File: src/rtl/full_adder_reg.sv
// Registered ripple-carry adder: S/Co = A + B + Ci, captured one cycle after in_valid.
// Define FULL_ADDER_OVF_EN to add the registered signed-overflow output Ov.

module full_adder_cell (
    input  logic a,
    input  logic b,
    input  logic ci,
    output logic s,
    output logic co
);

    assign s  = a ^ b ^ ci;
    assign co = (a & b) | (a & ci) | (b & ci);

endmodule

module full_adder_reg #(
    parameter int WIDTH = 1
) (
    input  logic             clk,
    input  logic             rst,
    input  logic             in_valid,
    input  logic [WIDTH-1:0] A,
    input  logic [WIDTH-1:0] B,
    input  logic             Ci,
    output logic [WIDTH-1:0] S,
    output logic             Co,
`ifdef FULL_ADDER_OVF_EN
    output logic             Ov,
`endif
    output logic             out_valid
);

    logic [WIDTH-1:0] a_gated;
    logic [WIDTH-1:0] b_gated;
    logic [WIDTH-1:0] sum;
    logic [WIDTH:0]   carry;

    // Operands are forced to zero when not qualified so unknowns on an idle bus stay out of the chain.
    assign a_gated  = A & {WIDTH{in_valid}};
    assign b_gated  = B & {WIDTH{in_valid}};
    assign carry[0] = Ci & in_valid;

    for (genvar i = 0; i < WIDTH; i++) begin : g_cell
        full_adder_cell u_cell (
            .a  (a_gated[i]),
            .b  (b_gated[i]),
            .ci (carry[i]),
            .s  (sum[i]),
            .co (carry[i+1])
        );
    end

    always_ff @(posedge clk) begin
        if (rst) begin
            S         <= '0;
            Co        <= 1'b0;
            out_valid <= 1'b0;
        end else begin
            out_valid <= in_valid;
            if (in_valid) begin
                S  <= sum;
                Co <= carry[WIDTH];
            end
        end
    end

`ifdef FULL_ADDER_OVF_EN
    // Signed overflow: carry into the MSB differs from carry out of it.
    always_ff @(posedge clk) begin
        if (rst) begin
            Ov <= 1'b0;
        end else if (in_valid) begin
            Ov <= carry[WIDTH] ^ carry[WIDTH-1];
        end
    end
`endif

endmodule

File: config.mk
export PLATFORM = sky130hd
export DESIGN_NAME = full_adder_reg
export DESIGN_NICKNAME = d
export VERILOG_FILES = /design/src/rtl/full_adder_reg.sv
export SDC_FILE = /design/constraint.sdc
export NUM_CORES = 1
export LEC_CHECK = 0
export ABC_AREA = 1
export CORE_AREA = 4 4 41 43
export DETAILED_ROUTE_END_ITERATION = 12
export DIE_AREA = 0 0 45 47
export PLACE_DENSITY = 0.4
export SYNTH_ARGS = -nofsm -noshare
export SYNTH_HDL_FRONTEND = slang
export SYNTH_SLANG_ARGS = --single-unit
File: constraint.sdc
create_clock -name clk -period 2.3 [get_ports clk]
set_clock_uncertainty 0.1 [all_clocks]
set_input_delay 0.69 -clock clk [delete_from_list [all_inputs] [get_ports clk]]
set_output_delay 0.69 -clock clk [all_outputs]
set_load 0.02 [all_outputs]
==> results.yml <==
floorplanning:
  initial_utilization_pct: 12.88
  die_h_um: 47
  num_rows: 13
  dieArea_mm2: 0.002115
  die_x_um: 45
  io_pins: 9
  core_mm2: 0.001301
sta:
  worst_slew_pin_slew_ns: 0.2197
  drv_slew: 0
  period_share_pct: 84.51
  final_hold_viol_count: 0
  setup_viol: 0
  fin_crit_ns: 1.944
  fmax_mhz: 514.5
  slew_headroom_pct: 85.31
  setup_tns_ns: 0
  rsz0062_at_grt: "false"
final_layout:
  layout-drive-gt1-share_pct: 16.67
  nets: 44
  seqCellArea_um2: 60.06
  fin_cells: 51
  multiInputGateArea_um2: 70.07
  area_delta_synth_final_pct: 72.39
  nFillCells: 160
  diodes: 0
clock_tree:
  cts_buffers: 3
  clk_pin_slew_worst_paths_ns: 0.04
  root_buffer: "clkbuf_4"
  insertion_delay_ns: 0.23
  h-tree-depth: 1
  postCtsSetupBuffers: 0
  cts_tree: "yes"
  post_cts_resized: 0
  clock-sinks: 3
  clk_path_buf_depth: 2
  postCtsHoldBufs: 0
job:
  drv_cap: 0
route:
  firstDrtPassIters: 2
  drcViolationCount: 0
  drt_iter0_markers: 4
  wl_per_cell_um: 6.725
  via_per_inst: 3.314
  ant_nets: 0
  routed_wl_um: 343
  dr_total_vias: 169
yosys:
  synth_seq_area_share_pct: 35.82
  ys_ff_latch: 3
  synthMuxAreaShare_pct: 0
  yosys.area_share.xor_xnor_pct: 0
  synthCells: 24
  synth_nets: 31
  yosys_warnings: 0
  synth-compound-area-share_pct: 0
  avgSynthCellArea_um2: 6.986
  synth_top_family_by_area: "simple AND/OR/NAND/NOR gates"
  netlist_area_um2: 167.7
  yosysUniqueCellTypes: 8
  synthAdderAreaFrac_pct: 11.94
  synthSimpleGateAreaFrac_pct: 29.85
critical_path:
  arrival_ns: 2.01
  crit_path_frequent_cell: "nand2_1"
  crit_required_ns: 2.37
  slowest_delay_ns: 0.53
  critPathLaunchType: "input pin"
  reg2reg_depth: 2
  crit_chain: "clkdlybuf4s50_1 > nand2_1 > inv_1 > fa_1 > inv_1 > nand2_1 > nand2_1 > nor2_2"
  cp-end-kind: "register"
  cp_slowest_cell: "fa_1"
  path_class: "input pin to register"
  cp_max_fo: 4
power:
  p_leak_nw: 0.1533
  swShare_pct: 23.79
  ir_drop_mv: 0.4047
  seqPwrFrac_pct: 31.1
  power.total_mw: 0.1846
  p_comb_share_pct: 19.7
  clkPwrFrac_pct: 49.3
  intPower_mw: 0.1407
  p_per_area_mw_per_mm2: 638.9
  power.switching_mw: 0.04393
global_route:
  grt_max_degree: 6
  grt_pass1_wl_um: 558
  grt_pass1_vias: 154
  antenna_found_initial: 0
  grtUsageTotal_pct: 4.114
  grt_overflow: 0
placement:
  dp_cells: 47
  dp_hpwl_um: 273.4
  portBuffers: 8
  place_congestion: 0.6229
hold_path:
  hold_depth: 2
  hold_class: "register to register"
status:
  status: "finished, final reports clean"
==> power groups by stage <==
stage	Combinational [mW]	Sequential, mW	Clock [mW]
6_report	0.0363	0.0574	0.0910
5_1_grt	0.0406	0.0579	0.0995
4_1_cts	0.0372	0.0575	0.0959
3_5_place_dp	0.0369	0.0582	0
3_3_place_gp	0.0370	0.0581	0
2_1_floorplan	0.0152	0.0626	0
==> path summary, 6_finish.rpt <==
kind | slack (ns) | start | to
max | 0.36 | in_valid | S$_SDFFE_PP0P_
min reg2reg | 0.37 | Co$_SDFFE_PP0P_ | Co$_SDFFE_PP0P_
max reg2reg | 1.62 | S$_SDFFE_PP0P_ | S$_SDFFE_PP0P_
min | 0.37 | Co$_SDFFE_PP0P_ | Co$_SDFFE_PP0P_
==> synthesized netlist by cell type <==
cell	instances	area (µm²)
nand2_1	6	22.52
nor2_2	1	6.260
buf_6	1	11.26
fa_1	1	20.02
dfxtp_1	3	60.06
nand2_2	1	6.260
inv_1	7	26.28
nor2_1	4	15.01
==> placed cells by master (no fill, tap or decap), drive strengths merged <==
cell type      instances
inv                    7
dfxtp                  3
nor2                   5
clkdlybuf4s50          8
clkbuf                 4
buf                    1
fa                     1
nand2                  7
==> kinds of logic (layout without fill, tap and decap cells) <==
family / after synthesis / in the layout
flops: 3 / 3
buf+inv: 8 / 20
simple gates: 12 / 12
fa+ha+maj: 1 / 1
==> state kept, by name (all words and copies together), names as in the netlist <==
name / cells
S: 1
Co: 1
out_valid: 1
==> per-layer routing <==
metal	global-route usage, %	share of wire, %	vias to the layer above
met5	0	0	-
met4	0	0	0
met3	6.513	18	0
met2	5.650	39	7
met1	3.425	43	73
li1	-	-	89
==> layout make-up <==
class	count	area share, %
well taps	15	6.494
repair buffers	9	30.30
inverters	7	9.091
multi-input cells	13	24.24
flip-flops and latches	3	20.78
clock buffers	4	9.091
==> critical path, delay by kind of cell <==
family        cells  cell delay, ns
buf+inv           3            0.55
simple gates      4            0.23
fa+ha+maj         1            0.53
==> stage by stage <==
step	instance area [µm²]	utilization [%]	setup WS [ns]	hold WS [ns]
4_1_cts	289.0	22.21	0.3345	0.3722
6_report	289.0	22.21	0.3562	0.3685
3_3_place_gp	262.8	20.19	0.1019	0.3640
3_5_place_dp	262.8	20.19	0.1089	0.3647
2_1_floorplan	167.7	-	0.5438	0.4437
5_1_grt	289.0	22.21	0.2633	0.4096
Note: power is estimated with default switching activity, not from simulation.
